`config.mk`:
```
export PLATFORM = sky130hd
export DESIGN_NAME = arbitro_entrada_salida
export DESIGN_NICKNAME = d
export VERILOG_FILES = /design/src/rtl/arbitro_entrada_salida_pkg.sv /design/src/rtl/arbitro_rr_2.sv /design/src/rtl/arbitro_entrada_salida.sv
export SDC_FILE = /design/constraint.sdc
export NUM_CORES = 1
export LEC_CHECK = 0
export ABC_AREA = 1
export CAP_MARGIN = 20
export CELL_PAD_IN_SITES_DETAIL_PLACEMENT = 0
export CELL_PAD_IN_SITES_GLOBAL_PLACEMENT = 1
export CORE_MARGIN = 10
export CORE_UTILIZATION = 33
export DETAILED_ROUTE_END_ITERATION = 10
export GPL_ROUTABILITY_DRIVEN = 1
export PLACE_DENSITY = 0.92
export SLEW_MARGIN = 0
export SYNTH_ARGS = -nofsm -noshare
export SYNTH_HDL_FRONTEND = slang
export SYNTH_SLANG_ARGS = --single-unit
```
`constraint.sdc`:
```
create_clock -name clk -period 2.35 [get_ports clk]
set_input_delay 0.47 -clock clk [delete_from_list [all_inputs] [get_ports clk]]
set_output_delay 0.47 -clock clk [all_outputs]
set_load 0.02 [all_outputs]
```
`src/rtl/arbitro_entrada_salida_pkg.sv`:
```
// Shared definitions for the two-master I/O port arbiter: default widths,
// FSM state encoding and the master-index type.
package arbitro_entrada_salida_pkg;

  localparam int ANCHO_DATO_DEF = 8;
  localparam int ANCHO_DIR_DEF  = 7;
  localparam int MAX_DIR_DEF    = 4;

  localparam logic [1:0] REPOSO  = 2'b00;
  localparam logic [1:0] ACCESO  = 2'b01;
  localparam logic [1:0] CAPTURA = 2'b10;

  // Master 0 is the CPU datapath, master 1 the auxiliary/DMA engine.
  typedef logic maestro_t;

endpackage

```
`src/rtl/arbitro_rr_2.sv`:
```
// Two-way round-robin pick: on a tie the master that did not complete last wins.
module arbitro_rr_2
  import arbitro_entrada_salida_pkg::*;
(
  input  logic [1:0] elegible,
  input  maestro_t   ultimo,
  output logic       hay_ganador,
  output maestro_t   ganador
);

  assign hay_ganador = |elegible;
  assign ganador     = (&elegible) ? maestro_t'(~ultimo) : maestro_t'(elegible[1]);

endmodule

```
`src/rtl/arbitro_entrada_salida.sv`:
```
// Shares the processor I/O port between the CPU datapath and the DMA engine:
// round-robin grant, one transaction in flight, request/done handshake per master.
module arbitro_entrada_salida
  import arbitro_entrada_salida_pkg::*;
#(
  parameter int ANCHO_DATO = ANCHO_DATO_DEF,
  parameter int ANCHO_DIR  = ANCHO_DIR_DEF,
  parameter int MAX_DIR    = MAX_DIR_DEF
) (
  input  logic                  clk,
  input  logic                  reset,
  input  logic                  peticion0,
  input  logic                  peticion1,
  input  logic                  escribir0,
  input  logic                  escribir1,
  input  logic [ANCHO_DIR-1:0]  direccion0,
  input  logic [ANCHO_DIR-1:0]  direccion1,
  input  logic [ANCHO_DATO-1:0] datoEscritura0,
  input  logic [ANCHO_DATO-1:0] datoEscritura1,
  output logic                  hecho0,
  output logic                  hecho1,
  output logic [ANCHO_DATO-1:0] datoLeido0,
  output logic [ANCHO_DATO-1:0] datoLeido1,
  output logic                  errorDir0,
  output logic                  errorDir1,
  output logic                  activarEntradaSalida,
  output logic                  escribirEntradaSalida,
  output logic [ANCHO_DIR-1:0]  direccionEntradaSalida,
  output logic [ANCHO_DATO-1:0] entradaEntradaSalida,
  input  logic [ANCHO_DATO-1:0] salidaEntradaSalida
);

  localparam logic [31:0] MAX_DIR_U = 32'(MAX_DIR);

  logic [1:0]            estado;
  maestro_t              owner;
  maestro_t              ultimo;
  logic                  cmd_fuera;
  logic                  cmd_activar;
  logic                  cmd_escribir;
  logic [ANCHO_DIR-1:0]  cmd_dir;
  logic [ANCHO_DATO-1:0] cmd_dato;
  logic [1:0]            hecho_q;
  logic [1:0]            error_q;
  logic [ANCHO_DATO-1:0] dato_leido0_q;
  logic [ANCHO_DATO-1:0] dato_leido1_q;

  logic [1:0]            elegible;
  logic                  hay_ganador;
  maestro_t              ganador;
  logic                  esc_sel;
  logic [ANCHO_DIR-1:0]  dir_sel;
  logic [ANCHO_DATO-1:0] dato_sel;
  logic                  fuera_sel;
  logic [ANCHO_DATO-1:0] dato_cap;

  // A master whose done pulse is still high is dropping its request; mask it.
  assign elegible = {peticion1 & ~hecho_q[1], peticion0 & ~hecho_q[0]};

  arbitro_rr_2 u_rr (
    .elegible    (elegible),
    .ultimo      (ultimo),
    .hay_ganador (hay_ganador),
    .ganador     (ganador)
  );

  assign esc_sel   = ganador ? escribir1      : escribir0;
  assign dir_sel   = ganador ? direccion1     : direccion0;
  assign dato_sel  = ganador ? datoEscritura1 : datoEscritura0;
  // Full-width unsigned compare so high address bits are never truncated away.
  assign fuera_sel = 32'(dir_sel) > MAX_DIR_U;
  assign dato_cap  = cmd_fuera ? '0 : salidaEntradaSalida;

  // NOTE: every register here uses <= so all updates see pre-edge values;
  // the async reset also kills an in-flight access without a done pulse.
  always_ff @(posedge clk or negedge reset) begin
    if (!reset) begin
      estado        <= REPOSO;
      owner         <= 1'b0;
      ultimo        <= 1'b1;
      cmd_fuera     <= 1'b0;
      cmd_activar   <= 1'b0;
      cmd_escribir  <= 1'b0;
      cmd_dir       <= '0;
      cmd_dato      <= '0;
      hecho_q       <= '0;
      error_q       <= '0;
      dato_leido0_q <= '0;
      dato_leido1_q <= '0;
    end else begin
      hecho_q <= '0;
      error_q <= '0;
      case (estado)
        REPOSO: begin
          if (hay_ganador) begin
            owner        <= ganador;
            cmd_fuera    <= fuera_sel;
            cmd_activar  <= ~fuera_sel;
            cmd_escribir <= esc_sel;
            cmd_dir      <= dir_sel;
            cmd_dato     <= dato_sel;
            estado       <= ACCESO;
          end else begin
            cmd_activar  <= 1'b0;
            cmd_escribir <= 1'b0;
            cmd_dir      <= '0;
            cmd_dato     <= '0;
          end
        end
        ACCESO: begin
          cmd_activar <= 1'b0;
          if (cmd_escribir) begin
            cmd_escribir   <= 1'b0;
            cmd_dir        <= '0;
            cmd_dato       <= '0;
            hecho_q[owner] <= 1'b1;
            error_q[owner] <= cmd_fuera;
            ultimo         <= owner;
            estado         <= REPOSO;
          end else begin
            estado <= CAPTURA;
          end
        end
        CAPTURA: begin
          if (owner) dato_leido1_q <= dato_cap;
          else       dato_leido0_q <= dato_cap;
          cmd_escribir   <= 1'b0;
          cmd_dir        <= '0;
          cmd_dato       <= '0;
          hecho_q[owner] <= 1'b1;
          error_q[owner] <= cmd_fuera;
          ultimo         <= owner;
          estado         <= REPOSO;
        end
        default: estado <= REPOSO;
      endcase
    end
  end

  assign hecho0                 = hecho_q[0];
  assign hecho1                 = hecho_q[1];
  assign errorDir0              = error_q[0];
  assign errorDir1              = error_q[1];
  assign datoLeido0             = dato_leido0_q;
  assign datoLeido1             = dato_leido1_q;
  assign activarEntradaSalida   = cmd_activar;
  assign escribirEntradaSalida  = cmd_escribir;
  assign direccionEntradaSalida = cmd_dir;
  assign entradaEntradaSalida   = cmd_dato;

endmodule

```
==> impl_metrics.prom <==
# TYPE chip_impl_metric gauge
chip_impl_info{name="status",value="completed"} 1
chip_impl_metric{name="insertion_delay",unit="ns"} 0.29
chip_impl_metric{name="cts_buffers",unit=""} 5
chip_impl_metric{name="total_switching_power",unit="mW"} 1.52
chip_impl_metric{name="critPathRequiredTime",unit="ns"} 1.88
chip_impl_metric{name="timing.critical_path.slowest_cell_delay",unit="ns"} 0.64
chip_impl_metric{name="path_max_fanout",unit=""} 4
chip_impl_metric{name="cts_sinks",unit=""} 42
chip_impl_info{name="worstSetupStartpointType",value="flop"} 1
chip_impl_metric{name="cts_setup_buffers",unit=""} 0
chip_impl_metric{name="core-area",unit="um^2"} 6350
chip_impl_metric{name="finalWeightedCongestion",unit=""} 0.821
chip_impl_metric{name="final.setup_skew",unit="ns"} 0.00552
chip_impl_metric{name="setup-tns-final",unit="ns"} 0
chip_impl_metric{name="wl_per_cell",unit="um"} 14.2
chip_impl_metric{name="drt_pass1_iterations",unit=""} 4
chip_impl_metric{name="synthesis.nets",unit=""} 301
chip_impl_metric{name="post_cts_hold_buffer_count",unit=""} 0
chip_impl_metric{name="yosys_warnings",unit=""} 0
chip_impl_metric{name="grt.overflow.total",unit=""} 0
chip_impl_metric{name="initialDrtViolationCount",unit=""} 74
chip_impl_metric{name="drc",unit=""} 0
chip_impl_metric{name="final_routed_wirelength_across_all_metal_layers",unit="um"} 5900
chip_impl_metric{name="n_antenna_cell",unit=""} 0
chip_impl_metric{name="start_util",unit="%"} 34.0
chip_impl_metric{name="number_of_max_cap_violations",unit=""} 0
chip_impl_metric{name="leakage_power",unit="nW"} 1.56
chip_impl_metric{name="port_buffers",unit=""} 80
chip_impl_info{name="crit_chain",value="clkdlybuf4s50_1"} 1
chip_impl_metric{name="first_global_vias",unit=""} 1876
chip_impl_metric{name="clock_power_share",unit="%"} 13.4
chip_impl_metric{name="netlist_instances",unit=""} 253
chip_impl_metric{name="cp_data_arrival_time",unit="ns"} 1.36
chip_impl_info{name="timing_worst_setup_path_type",value="reg -> out"} 1
chip_impl_metric{name="timing.fmax",unit="GHz"} 0.547
chip_impl_info{name="ctsRootBufferMaster",value="clkbuf_8"} 1
chip_impl_metric{name="clock_transition_at_the_registers_of_the_reported_paths",unit="ns"} 0.08
chip_impl_metric{name="syn-cell-area",unit="um^2"} 2160
chip_impl_metric{name="via_per_inst",unit=""} 4.41
chip_impl_metric{name="filler_cell_count",unit=""} 571
chip_impl_metric{name="track_usage",unit="%"} 11.4
chip_impl_info{name="hold_path.class",value="in -> async"} 1
chip_impl_metric{name="post_place_worst_slack",unit="ns"} 0.311
chip_impl_metric{name="worst_hold_slack",unit="ns"} 0.0546
chip_impl_metric{name="final-max-slew-violation-count",unit=""} 0
chip_impl_metric{name="finalWorstSetupSlack",unit="ns"} 0.521
chip_impl_metric{name="grt_first_pass_wirelength",unit="um"} 9190
chip_impl_metric{name="drive_above_1_share",unit="%"} 11.5
chip_impl_metric{name="power.switching_fraction",unit="%"} 42.2
chip_impl_metric{name="share_of_the_core_filled_with_cells_in_the_final_layout",unit="%"} 49.3
chip_impl_metric{name="synth.yosys.seq_area_share",unit="%"} 48.8
chip_impl_info{name="synth_area_leader_cell",value="dfrtp_1"} 1
chip_impl_metric{name="power_density_over_the_cells",unit="nW/um^2"} 1150
chip_impl_metric{name="cts_max_level",unit=""} 2
chip_impl_info{name="tritoncts",value="built"} 1
chip_impl_metric{name="syn_to_final_growth",unit="%"} 45.2
chip_impl_metric{name="synth_seq_cells",unit=""} 42
chip_impl_info{name="critPathCaptureType",value="output port"} 1
chip_impl_info{name="ff_to_ff_start",value="estado[0]"} 1
chip_impl_metric{name="relSlewSlack",unit="%"} 70.7
chip_impl_metric{name="reg2reg_slack",unit="ns"} 0.69
chip_impl_metric{name="r2r.worst_path.cells",unit=""} 5
chip_impl_metric{name="post-route-min-period",unit="ns"} 1.83
chip_impl_info{name="worst_path_dominant_cell_family",value="buffers and inverters"} 1
chip_impl_metric{name="power_frac_seq",unit="%"} 32.5
chip_impl_info{name="ys_top_cells_by_area",value="dfrtp_1, nand2_1, inv_1"} 1
chip_impl_info{name="rsz_0062_raised_after_global_routing",value="false"} 1
chip_impl_metric{name="synth_cell_types",unit=""} 26
chip_impl_metric{name="finish.net_count",unit=""} 385
chip_impl_info{name="timing.critical_path.slowest_stage_cell",value="clkdlybuf4s50_1"} 1
chip_impl_metric{name="clock_tree.buffer_depth",unit=""} 2
chip_impl_metric{name="die-area",unit="um^2"} 10200
chip_impl_metric{name="synth_top_cell_area_share",unit="%"} 47.6
chip_impl_metric{name="grt_start_max_net_pins",unit=""} 29
chip_impl_metric{name="num_vias",unit=""} 1831
chip_impl_info{name="mostFrequentLayoutCell",value="clkdlybuf4s50_1"} 1
chip_impl_metric{name="report.final.setup_viol",unit=""} 0
chip_impl_metric{name="placementRows",unit=""} 29
chip_impl_metric{name="power_report.internal_total",unit="mW"} 2.08
chip_impl_metric{name="power.share.combinational",unit="%"} 54.1
chip_impl_metric{name="post_synth.cell_area_avg",unit="um^2"} 8.52
chip_impl_metric{name="io-pin-count",unit=""} 81
chip_impl_metric{name="min_period_over_period",unit="%"} 77.8
chip_impl_metric{name="die-width",unit="um"} 101
chip_impl_metric{name="drtAntennaViolNets",unit=""} 0
chip_impl_info{name="timing.rr.end",value="datoLeido0[1]"} 1
chip_impl_info{name="layout.cells.most_common_list",value="clkdlybuf4s50_1, nand2_1, inv_1, dfrtp_1, nand3_1"} 1
chip_impl_metric{name="ctsResizeCount",unit=""} 0
chip_impl_metric{name="final_hold_viol_count",unit=""} 0
chip_impl_metric{name="fin_total_pwr",unit="mW"} 3.61
chip_impl_metric{name="post-dp-hpwl",unit="um"} 4770
chip_impl_metric{name="tightest_slew",unit="ns"} 0.438
chip_impl_metric{name="cp.buffers_inverters",unit=""} 1
chip_impl_metric{name="die_h",unit="um"} 101
chip_impl_metric{name="peakVddDrop",unit="uV"} 450
chip_impl_metric{name="antenna_found_initial",unit=""} 0
[power groups by stage]
stage / clock network [mW] / registers [mW] / logic (mW)
after floorplan: 0 / 1.40 / 1.02
after global placement: 0 / 1.18 / 1.94
after detailed placement: 0 / 1.19 / 1.98
after CTS: 0.501 / 1.18 / 1.98
after global routing: 0.529 / 1.21 / 2.14
final: 0.484 / 1.17 / 1.95
[cell type report]
class                      count  area, um^2  area share, %
inverter                      52         195           6.24
multi-input combinational    152         865           27.6
tap                           77        96.3           3.08
clock buffer                   6        82.6           2.64
clock inverter                 2        12.5          0.400
sequential                    42        1050           33.6
timing repair buffer          84         826           26.4
[worst max path at each step]
| stage | end | depth (start not counted) | startpoint |
|---|---|---|---|
| 2_1_floorplan | direccionEntradaSalida[0] | 6 | estado[1] |
| 3_3_place_gp | activarEntradaSalida | 10 | peticion1 |
| 3_5_place_dp | cmd_fuera | 10 | peticion0 |
| 4_1_cts | escribirEntradaSalida | 1 | escribirEntradaSalida |
| 5_1_grt | cmd_fuera | 11 | peticion1 |
| 6_report | escribirEntradaSalida | 1 | escribirEntradaSalida |
[synth_stat cells (all sizes together)]
master  number
nand3       16
buf          6
clkbuf       1
nor3         2
nand2       78
dfstp        1
ha           4
a21oi        1
o21ai        6
dfrtp       41
inv         52
nand4        1
o22ai       15
mux2         8
nor2        16
nand3b       5
[layer usage]
metal | routed length (um) | track usage [%] | share of wire, %
met2 | 3200 | 20.9 | 54
met4 | 88 | 4.46 | 1.5
met5 | 0 | 0 | 0
met1 | 2340 | 12.1 | 40
met3 | 270 | 2.67 | 4.6
[flip-flops by register name, indices dropped and copies added, names as in the netlist, 2 cells and up]
name / cells
datoLeido0: 8
datoLeido1: 8
entradaEntradaSalida: 8
direccionEntradaSalida: 7
error_q: 2
estado: 2
hecho_q: 2
[worst register-to-register path: stages, from the launching register on]
cell and delay, ns:
dfrtp_1 0.41, inv_1 0.10, ha_1 0.17, inv_1 0.11, nor2_2 0.37, mux2_2 0.39
[through the flow]
step	std cells	instance area [um^2]
after floorplan	253	2160
after detailed placement	407	3030
after global routing	415	3130
final	415	3130
after global placement	407	3030
after CTS	415	3130
[cells by family after synthesis]
group,Yosys count,synth area share [%]
muxes,8,4.18
AOI/OAI and AO/OA,22,9.52
DFF,42,48.8
buffers and inverters,59,11.1
and+or+nand+nor,118,24.1
adders and majority gates,4,2.32
(Power assumes the default switching activity.)
